File: src/rtl/alu_pkg.sv
// Shared ALU definitions: micro-op codes, ARM condition codes and NZCV flag bit positions.
// Used by the ALU, the condition evaluator, the execute stage and decode.
package alu_pkg;

   typedef enum logic [4:0] {
      UOP_NOP = 5'd0,
      UOP_ADD = 5'd1,
      UOP_SUB = 5'd2,
      UOP_AND = 5'd3,
      UOP_XOR = 5'd4,
      UOP_CMP = 5'd5,
      UOP_LSL = 5'd6,
      UOP_LSR = 5'd7,
      UOP_MOV = 5'd8
   } uop_e;

   typedef enum logic [3:0] {
      COND_EQ = 4'd0,
      COND_NE = 4'd1,
      COND_CS = 4'd2,
      COND_CC = 4'd3,
      COND_MI = 4'd4,
      COND_PL = 4'd5,
      COND_VS = 4'd6,
      COND_VC = 4'd7,
      COND_HI = 4'd8,
      COND_LS = 4'd9,
      COND_GE = 4'd10,
      COND_LT = 4'd11,
      COND_GT = 4'd12,
      COND_LE = 4'd13,
      COND_AL = 4'd14
   } cond_e;

   localparam int FLAG_Z = 3;
   localparam int FLAG_C = 2;
   localparam int FLAG_N = 1;
   localparam int FLAG_V = 0;

   function automatic logic uop_defined(input logic [4:0] uop);
      return (uop >= UOP_ADD) && (uop <= UOP_MOV);
   endfunction

   function automatic logic uop_writes(input logic [4:0] uop);
      return uop_defined(uop) && (uop != UOP_CMP);
   endfunction

endpackage

File: src/rtl/alu_exec_stage_alu.sv
// Combinational 32-bit ALU producing a result and NZCV flags in [Z,C,N,V] order.
// Shifts use rhs[4:0]; C is the last bit shifted out (0 for a zero shift), logic ops clear C and V.
module alu
   import alu_pkg::*;
(
   input  logic [4:0]  uop,
   input  logic [31:0] lhs,
   input  logic [31:0] rhs,
   output logic [31:0] result,
   output logic [3:0]  flags
);

   logic signed [31:0] lhs_s;
   logic signed [31:0] rhs_s;
   logic signed [31:0] sum_s;
   logic signed [31:0] diff_s;
   logic [32:0]        sum_x;
   logic [32:0]        diff_x;
   logic [32:0]        shl_x;
   logic [32:0]        shr_x;
   logic [4:0]         shamt;
   logic               c;
   logic               v;

   assign lhs_s  = signed'(lhs);
   assign rhs_s  = signed'(rhs);
   assign sum_s  = lhs_s + rhs_s;
   assign diff_s = lhs_s - rhs_s;
   assign sum_x  = {1'b0, lhs} + {1'b0, rhs};
   assign diff_x = {1'b0, lhs} - {1'b0, rhs};
   assign shamt  = rhs[4:0];
   assign shl_x  = {1'b0, lhs} << shamt;
   assign shr_x  = {lhs, 1'b0} >> shamt;

   always_comb begin
      result = '0;
      c      = 1'b0;
      v      = 1'b0;
      case (uop)
         UOP_ADD: begin
            result = sum_x[31:0];
            c      = sum_x[32];
            v      = (lhs_s[31] == rhs_s[31]) && (sum_s[31] != lhs_s[31]);
         end
         UOP_SUB, UOP_CMP: begin
            // ARM carry on subtract means "no borrow"
            result = diff_x[31:0];
            c      = ~diff_x[32];
            v      = (lhs_s[31] != rhs_s[31]) && (diff_s[31] != lhs_s[31]);
         end
         UOP_AND: result = lhs & rhs;
         UOP_XOR: result = lhs ^ rhs;
         UOP_LSL: begin
            result = shl_x[31:0];
            c      = shl_x[32];
         end
         UOP_LSR: begin
            result = shr_x[32:1];
            c      = shr_x[0];
         end
         UOP_MOV: result = rhs;
         default: result = '0;
      endcase
   end

   always_comb begin
      flags         = '0;
      flags[FLAG_Z] = (result == 32'd0);
      flags[FLAG_C] = c;
      flags[FLAG_N] = result[31];
      flags[FLAG_V] = v;
   end

endmodule

File: src/rtl/alu_exec_stage_cond_eval.sv
// ARM condition-code evaluator against [Z,C,N,V] flags; code 15 behaves as AL.
module cond_eval
   import alu_pkg::*;
(
   input  logic [3:0] cond,
   input  logic [3:0] flags,
   output logic       pass
);

   logic z, c, n, v;

   assign z = flags[FLAG_Z];
   assign c = flags[FLAG_C];
   assign n = flags[FLAG_N];
   assign v = flags[FLAG_V];

   always_comb begin
      pass = 1'b1;
      case (cond)
         COND_EQ: pass = z;
         COND_NE: pass = ~z;
         COND_CS: pass = c;
         COND_CC: pass = ~c;
         COND_MI: pass = n;
         COND_PL: pass = ~n;
         COND_VS: pass = v;
         COND_VC: pass = ~v;
         COND_HI: pass = c & ~z;
         COND_LS: pass = ~c | z;
         COND_GE: pass = (n == v);
         COND_LT: pass = (n != v);
         COND_GT: pass = ~z & (n == v);
         COND_LE: pass = z | (n != v);
         default: pass = 1'b1;
      endcase
   end

endmodule

File: src/rtl/alu_exec_stage.sv
// Execute stage: one-entry registered slot between decode and writeback, owning the NZCV flags
// register and bring-up retire / condition-fail counters.
module alu_exec_stage
   import alu_pkg::*;
#(
   parameter int DATA_W = 32,
   parameter int REG_AW = 4,
   parameter int CNT_W  = 32
) (
   input  logic              clk,
   input  logic              rst_n,
   input  logic              in_valid,
   output logic              in_ready,
   input  logic [4:0]        in_uop,
   input  logic [DATA_W-1:0] in_lhs,
   input  logic [DATA_W-1:0] in_rhs,
   input  logic [REG_AW-1:0] in_rd,
   input  logic [3:0]        in_cond,
   input  logic              in_setflags,
   input  logic              flush,
   output logic              out_valid,
   input  logic              out_ready,
   output logic [REG_AW-1:0] out_rd,
   output logic [DATA_W-1:0] out_data,
   output logic              out_we,
   output logic [3:0]        flags_q,
   output logic [CNT_W-1:0]  retired_cnt,
   output logic [CNT_W-1:0]  condfail_cnt
);

   logic [DATA_W-1:0] alu_res;
   logic [3:0]        alu_flags;
   logic              pass;
   logic              accept;
   logic              handoff;
   logic              flag_upd;

   logic              vld_p1;
   logic [REG_AW-1:0] rd_p1;
   logic [DATA_W-1:0] data_p1;
   logic              we_p1;
   logic [3:0]        flags_r;
   logic [CNT_W-1:0]  ret_r;
   logic [CNT_W-1:0]  cf_r;

   alu u_alu (
      .uop    (in_uop),
      .lhs    (in_lhs),
      .rhs    (in_rhs),
      .result (alu_res),
      .flags  (alu_flags)
   );

   cond_eval u_cond (
      .cond  (in_cond),
      .flags (flags_r),
      .pass  (pass)
   );

   assign in_ready = ~vld_p1 | out_ready;
   assign accept   = in_valid & in_ready & ~flush;
   assign handoff  = vld_p1 & out_ready & ~flush;
   assign flag_upd = accept & pass & uop_defined(in_uop) & (in_setflags | (in_uop == UOP_CMP));

   // ---- stage p0 -> p1: capture accepted op; flush outranks accept and handoff
   always_ff @(posedge clk or negedge rst_n) begin
      if (!rst_n) begin
         vld_p1  <= 1'b0;
         rd_p1   <= '0;
         data_p1 <= '0;
         we_p1   <= 1'b0;
      end else if (flush) begin
         vld_p1  <= 1'b0;
      end else if (accept) begin
         vld_p1  <= 1'b1;
         rd_p1   <= in_rd;
         data_p1 <= alu_res;
         we_p1   <= pass & uop_writes(in_uop);
      end else if (handoff) begin
         vld_p1  <= 1'b0;
      end
   end

   always_ff @(posedge clk or negedge rst_n) begin
      if (!rst_n) begin
         flags_r <= 4'b0000;
         ret_r   <= '0;
         cf_r    <= '0;
      end else begin
         if (flag_upd)
            flags_r <= alu_flags;
         if (handoff)
            ret_r <= ret_r + 1'b1;
         if (accept && !pass)
            cf_r <= cf_r + 1'b1;
      end
   end

   assign out_valid    = vld_p1;
   assign out_rd       = rd_p1;
   assign out_data     = data_p1;
   assign out_we       = vld_p1 & we_p1;
   assign flags_q      = flags_r;
   assign retired_cnt  = ret_r;
   assign condfail_cnt = cf_r;

endmodule

File: config.mk
export PLATFORM = sky130hd
export DESIGN_NAME = alu_exec_stage
export DESIGN_NICKNAME = d
export VERILOG_FILES = /design/src/rtl/alu_pkg.sv /design/src/rtl/alu_exec_stage_alu.sv /design/src/rtl/alu_exec_stage_cond_eval.sv /design/src/rtl/alu_exec_stage.sv
export SDC_FILE = /design/constraint.sdc
export NUM_CORES = 1
export LEC_CHECK = 0
export CELL_PAD_IN_SITES_DETAIL_PLACEMENT = 0
export CELL_PAD_IN_SITES_GLOBAL_PLACEMENT = 1
export CORE_MARGIN = 8
export CORE_UTILIZATION = 35
export CTS_CLUSTER_SIZE = 14
export DETAILED_ROUTE_END_ITERATION = 8
export PLACE_DENSITY_LB_ADDON = 0.1
export SYNTH_ARGS = -nofsm -noshare
export SYNTH_HDL_FRONTEND = slang
export SYNTH_SLANG_ARGS = --single-unit
export TNS_END_PERCENT = 1
File: constraint.sdc
create_clock -name clk -period 3.1 [get_ports clk]
set_input_delay 0.31 -clock clk [delete_from_list [all_inputs] [get_ports clk]]
set_output_delay 0.31 -clock clk [all_outputs]
set_load 0.005 [all_outputs]
# --- After elaboration in Yosys (flattened, before gate mapping) ---
# Cells that the tools add are included.
totals:
  ff_bits: 106
  in_bits: 83
  output_inout_bits: 107
  wordCells: 87
op_classes:
  add_sub_neg: 6
  n_lt_le_gt_ge: 2
  n_eq_ne: 28
  shift: 2
  muxes: 7
  bitwise: 24
  reduce_logical: 11
op_table:
  columns: ["operator", "count"]
  rows:
  - ["$pmux 32 s7", 1]
  - ["$add 32x1->32 const B", 2]
  - ["$add 32x32->33", 1]
  - ["$shl 32x5->33", 1]
  - ["$shr 33x5->33", 1]
  - ["$sub 32x32->33", 1]
  - ["$add 32x32->32", 1]
  - ["$and 32x32->32", 1]
  - ["$logic_not 32->1", 1]
  - ["$sub 32x32->32", 1]
  - ["$xor 32x32->32", 1]
  - ["$eq 4x4->1 const B", 6]
  - ["$eq 5x3->1 const B", 4]
  - ["$eq 4x3->1 const B", 4]
  - ["$pmux 1 s14", 1]
  - ["$and 1x1->1", 11]
  - ["$eq 5x2->1 const B", 2]
  - ["$eq 4x2->1 const B", 2]
  - ["$not 1->1", 7]
  - ["$eq 5x1->1 const B", 1]
  - ["$eq 5x4->1 const B", 1]
  - ["$ge 5x1->1 const B", 1]
  - ["$le 5x4->1 const B", 1]
  - ["$logic_and 1x1->1", 5]
  - ["other kinds (13)", 22]

# --- Depth between registers and ports, before layout ---
logic_depth:
  depth_word: 7
  depth_mapped: 17
  ltp_nobuf: 14

# --- Modules after synthesis ---
# Synthesis repeated with hierarchy kept, for this count alone.
hier_totals:
  hier_cells: 1797
  hier_area_um2: 14053.5
by_module_without_submodules:
  columns: ["module", "n_inst", "cells_each", "area_each_um2", "seq_area_each_um2"]
  rows:
  - ["alu", 1, 1354, 9350.2, 0.0]
  - ["alu_exec_stage", 1, 420, 4538.1, 2652.5]
  - ["cond_eval", 1, 23, 165.2, 0.0]

# --- Least setup slack after synthesis ---
# OpenSTA, ideal clock, no wires.
synth_path:
  path_kind: "input -> register"
  start: "input in_rhs[3]"
  end: "register flags_r[3], in the netlist flags_q[3]"
  setup_time_ps: 66
  arrival_ps: 3909
  required_time_ps: 3034
  setup_slack_ps: -875
  path_stages: 17
  n_path_buf: 4
  path_cell_list: "inv_2 -> buf_1 -> buf_1 -> clkbuf_1 -> ha_1 -> clkbuf_2 -> o211a_1 -> o31a_1 -> o21a_1 -> o211ai_1 -> a2111o_1 -> a21oi_1 -> o22ai_1 -> a221o_1 -> a2111oi_2 -> nand4_1 -> nand2_1"
synth_between:
  elab_chain_cells: 3
  elab_cells_between_ends: 8
  classes_between: "add/sub: 2; shift: 2; mux: 1; bitwise: 2; reduce/logical: 1"
synth_lines:
  columns: ["item", "line_no", "source"]
  rows:
  - ["start, declared", "alu_exec_stage.sv:16", "input logic [DATA_W-1:0] in_rhs,"]
  - ["$sub 32x32->33, or another cell as far along", "alu_exec_stage_alu.sv:30", "assign diff_x = {1'b0, lhs} - {1'b0, rhs};"]
  - ["$pmux 32 s7 (*)", "alu_exec_stage_alu.sv:39", "case (uop)"]
  - ["$logic_not 32->1 (*)", "alu_exec_stage_alu.sv:68", "flags[FLAG_Z] = (result == 32'd0);"]
  - ["end signal, assigned", "alu_exec_stage.sv:91", "flags_r <= alu_flags;"]
  - ["end, declared", "alu_exec_stage.sv:42", "logic [3:0] flags_r;"]
# Every way passes the cells marked *; elsewhere a longest branch is shown, timed or not.
# A chain may end at the register's enable or synchronous reset.

# --- Worst setup path in the final report ---
layout_path:
  start: "input in_lhs[5]"
  end: "register flags_r[3], in the netlist flags_q[3]"
layout_between:
  elab_chain_cells: 3
  elab_cells_between_ends: 8
  classes_between: "add/sub: 2; shift: 2; mux: 1; bitwise: 2; reduce/logical: 1"
layout_lines:
  columns: ["item", "line_no", "source"]
  rows:
  - ["start, declared", "alu_exec_stage.sv:15", "input logic [DATA_W-1:0] in_lhs,"]
  - ["$sub 32x32->33, or another cell as far along", "alu_exec_stage_alu.sv:30", null]
  - ["$pmux 32 s7 (*)", "alu_exec_stage_alu.sv:39", null]
  - ["$logic_not 32->1 (*)", "alu_exec_stage_alu.sv:68", null]
# Marked as above.

==> run summary <==
================================================================================
Total Routing Usage GR                                                     30.1%
Top cells by area, synth                                            sky130_fd_sc_hd__dfrtp_1 (19%), sky130_fd_sc_hd__mux4_2 (7.0%), sky130_fd_sc_hd__ha_1 (6.2%)
Most frequently used cell type in the post-synthesis netlist        sky130_fd_sc_hd__nand2_1
First-pass DRT Iterations                                                      5
CP Launch Point                                                        in_lhs[5]
Clock Power Share                                                          19.4%
Most prevalent standard cell on the critical path                   sky130_fd_sc_hd__buf_4
Layout filler cell count                                                    3746
Inserted Diodes                                                                0
Vert. Die Dim                                                             213 um
Standard cell with the maximum stage delay on the critical path     sky130_fd_sc_hd__mux4_2
Total count of hold-check failures in the final report                         0
Total CTS buffers                                                              9
Post-synth top area share                                                  19.5%
Number of library cell types mapped by synthesis                              93
Final number of setup-violating endpoints                                      4
Sequential cell fraction of total power                                    25.7%
Quantity of I/O buffers inserted on ports                                    189
Worst endpoint required time                                             3.39 ns
Switching share of power                                                   37.5%
Worst setup path category                                              in -> reg
Length in cells of the worst reg-to-reg path                                  10
Power per cell area                                                   293 nW/um2
Clk root buf                                                        sky130_fd_sc_hd__clkbuf_16
Top cell type by total area after synthesis                         sky130_fd_sc_hd__dfrtp_1
Internal power                                                           3.99 mW
Gate power share                                                           55.0%
Placer's final routability congestion estimate                              1.03
Share of synthesized flip-flops with an asynchronous set or reset           100%
Max-slew headroom                                                          54.6%
Initial Util                                                               35.3%
Beginning of the worst register-to-register path                      flags_q[1]
Max Clock Skew                                                        0.00915 ns
TritonCTS clock tree                                                        done
Syn_nets                                                                    1849
Number of maximum-capacitance violations                                       0
Critical path startpoint category                                      input pin
Unrepaired setup endpoints after global routing                             true
Type of the most critical hold path                                   reg -> reg
Sequential area share after synthesis                                      19.5%
Worst setup path endpoint                                             flags_q[3]
Total stage count of the critical path                                        15
Area used by multi-input combinational logic                           11000 um2
Die Span X                                                                213 um
Storage element area                                                    2650 um2
Number of standard cells after synthesis                                    1697
Most common library cells after synthesis                           sky130_fd_sc_hd__nand2_1 (204), sky130_fd_sc_hd__nor2_1 (138), sky130_fd_sc_hd__a21oi_1 (106), sky130_fd_sc_hd__dfrtp_1 (106), sky130_fd_sc_hd__o21ai_0 (89)
Netlist Area Pre-Place                                                 13600 um2
NetSw                                                                    2.39 mW
Via-per-instance ratio                                                      5.77
Worst path bufs/invs                                                           4
Detailed Place HPWL                                                     59100 um
Cells along the critical path                                       dlygate4sd2_1 -> buf_4 -> mux4_2 -> a22oi_1 -> buf_4 -> buf_4 -> nor2_1 -> a31oi_1 -> nor2_1 -> a211o_1 -> or3_1 -> nor4_2 -> and3_1 -> nand4_1 -> nand2_1
Per-cell routed wire length                                              24.0 um
Number of antenna violations at the first check in global routing              1
I/O pin total                                                                190
Failing checks                                                      negative setup slack
Maximum level of the CTS H-tree                                                3
Top delay family on crit path                                       simple AND/OR/NAND/NOR gates
Total wirelength of the detailed-routed design                          70500 um
Worst path arrival time                                                  3.54 ns
Insertion delay to the later sink of the worst-skew pair                 0.36 ns
Register bit count reported by yosys                                         106
LEAKAGE                                                                  9.79 nW
Most common flop cell mapped by yosys                               sky130_fd_sc_hd__dfrtp_1
Setup crit end kind                                                     register
Post-route minimum period                                                3.25 ns
Largest net degree at the start of global routing                             62
Std cell rows                                                                 72
Number of global-route vias before repair                                  16900
Capture instance of the worst register-to-register path             condfail_cnt[28]
Number of remaining DRC errors                                                 0
Sum of overflow across all layers after global routing                         0
Layout cell share with drive strength beyond 1                             37.3%
Largest voltage drop on the vdd net                                   0.000238 V
Pin slew with the least headroom to its limit                           0.677 ns
Vias                                                                       17000
Post-route ant nets                                                            0
Setup TNS                                                              -0.257 ns
Result of the run                                                   complete, but fails checks
Total die area                                                         45400 um2
First-iteration detailed-routing DRC count                                  1368
Count of yosys warnings during synthesis                                       0
Global-route wire length before repair                                 105000 um
Top achievable clock speed                                             0.307 GHz
Count of nets after finishing                                               2571
Critical hold path startpoint                                       condfail_cnt[31]
Maximum count of clock buffers along a single path                             2
Smallest setup slack after layout                                      -0.153 ns
Critical Path Fanout Max                                                       6
Synthesis-to-finish area growth                                            60.0%
Final worst-path cycle share                                                105%
Core area                                                              38600 um2
Post-placement worst setup slack                                        -1.12 ns
Setup slack of the most critical reg-to-reg path                         0.20 ns
TritonCTS Sinks                                                              106
Clock Pin Slew Worst Setup and Hold Paths                                0.07 ns
Count of flip-flops with a built-in enable after synthesis                     0
Slew Limit Fails                                                               0
Mean Syn Cell Area                                                      8.02 um2
Peak per-stage delay on the critical path                                0.50 ns
================================================================================
## metrics by stage
step	hold slack (ns)	power, mW	instances	utilization [%]	cell area [um2]
finish	0.471	6.38	2942	56.5	21800
global route	0.479	6.70	2942	56.5	21800
CTS	0.474	6.33	2942	56.1	21600
detailed placement	0.355	4.88	2896	52.7	20300
global placement	0.350	4.85	2896	52.7	20300
floorplan	0.0144	3.03	1697	-	13800
## power by group through the flow
stage | clock (mW) | combinational, mW | sequential, mW
after floorplan | 0 | 1.38 | 1.65
after global placement | 0 | 3.19 | 1.66
after detailed placement | 0 | 3.21 | 1.67
after CTS | 1.27 | 3.42 | 1.64
after global routing | 1.32 | 3.72 | 1.66
final | 1.24 | 3.51 | 1.64
## state kept, by name, indices dropped and copies added (netlist names)
signal        cells
condfail_cnt     32
out_data         32
retired_cnt      32
flags_q           4
out_rd            4
out_valid         1
we_p1             1
## kinds of logic (layout without fill, tap and decap cells)
logic type / count (synthesis) / count (layout) / synth area share (%)
AO/OA/AOI/OAI: 489 / 489 / 25.2
XOR/XNOR: 79 / 79 / 5.09
adder cells (fa/ha/maj): 69 / 69 / 6.46
buffers and inverters: 192 / 919 / 6.25
flip-flops: 106 / 106 / 19.5
multiplexers: 148 / 148 / 15.8
AND/OR/NAND/NOR: 614 / 614 / 21.7
## cell type report
type                       count  share of cell area [%]
tap                          518                    2.98
clock buffer                   9                    1.03
multi-input combinational   1399                    50.4
sequential                   106                    12.2
clock inverter                 7                   0.454
timing repair buffer         825                    31.5
inverter                      78                    1.42
## how the worst min path moves through the flow
stage	to	slack, ns	cells after the start
after floorplan	condfail_cnt[0]	0.01	0
after global placement	condfail_cnt[12]	0.35	1
after detailed placement	condfail_cnt[12]	0.35	1
after CTS	condfail_cnt[31]	0.47	1
after global routing	condfail_cnt[31]	0.48	1
final	condfail_cnt[31]	0.47	1
## metal layers
metal	up-vias	track usage (%)	part of all wire, %
met5	-	0	0.020
met4	2	11.3	4.0
met1	8306	39.5	42
met3	138	2.89	6.6
met2	715	50.8	47
li1	7816	-	-
## timing repair
action | in CTS | in global routing
hold buffers | 1 | 0
gates resized for setup | 218 | 33
setup endpoints to repair | 21 | 23
endpoints found under the hold margin | 45 | 0
buffers inserted | 32 | 1
pin swaps | 56 | 12
## layout by cell type (no fill, tap or decap), types with 12 or more instances in the layout
cell,n
sky130_fd_sc_hd__buf_4,600
sky130_fd_sc_hd__nand2_1,202
sky130_fd_sc_hd__nor2_1,134
sky130_fd_sc_hd__clkdlybuf4s50_1,133
sky130_fd_sc_hd__dfrtp_1,106
sky130_fd_sc_hd__a21oi_1,92
sky130_fd_sc_hd__o21ai_0,75
sky130_fd_sc_hd__inv_1,72
sky130_fd_sc_hd__mux2i_1,54
sky130_fd_sc_hd__xnor2_1,49
sky130_fd_sc_hd__ha_1,49
sky130_fd_sc_hd__mux4_2,45
sky130_fd_sc_hd__nand3_1,44
sky130_fd_sc_hd__dlygate4sd2_1,43
sky130_fd_sc_hd__mux2_2,40
sky130_fd_sc_hd__nor3_1,39
sky130_fd_sc_hd__xor2_1,30
sky130_fd_sc_hd__o211ai_1,26
sky130_fd_sc_hd__nand4_1,25
sky130_fd_sc_hd__buf_6,24
sky130_fd_sc_hd__and3_1,22
sky130_fd_sc_hd__a211oi_1,22
sky130_fd_sc_hd__and2_1,19
sky130_fd_sc_hd__nor2b_1,16
sky130_fd_sc_hd__nand2b_1,16
sky130_fd_sc_hd__ha_4,16
sky130_fd_sc_hd__a31oi_1,15
sky130_fd_sc_hd__o21a_1,14
sky130_fd_sc_hd__buf_12,14
sky130_fd_sc_hd__a21o_1,13
sky130_fd_sc_hd__or3_1,13
sky130_fd_sc_hd__a21oi_2,13
sky130_fd_sc_hd__o31ai_1,12
sky130_fd_sc_hd__a221oi_1,12
Power figures use the tool's default switching activity.
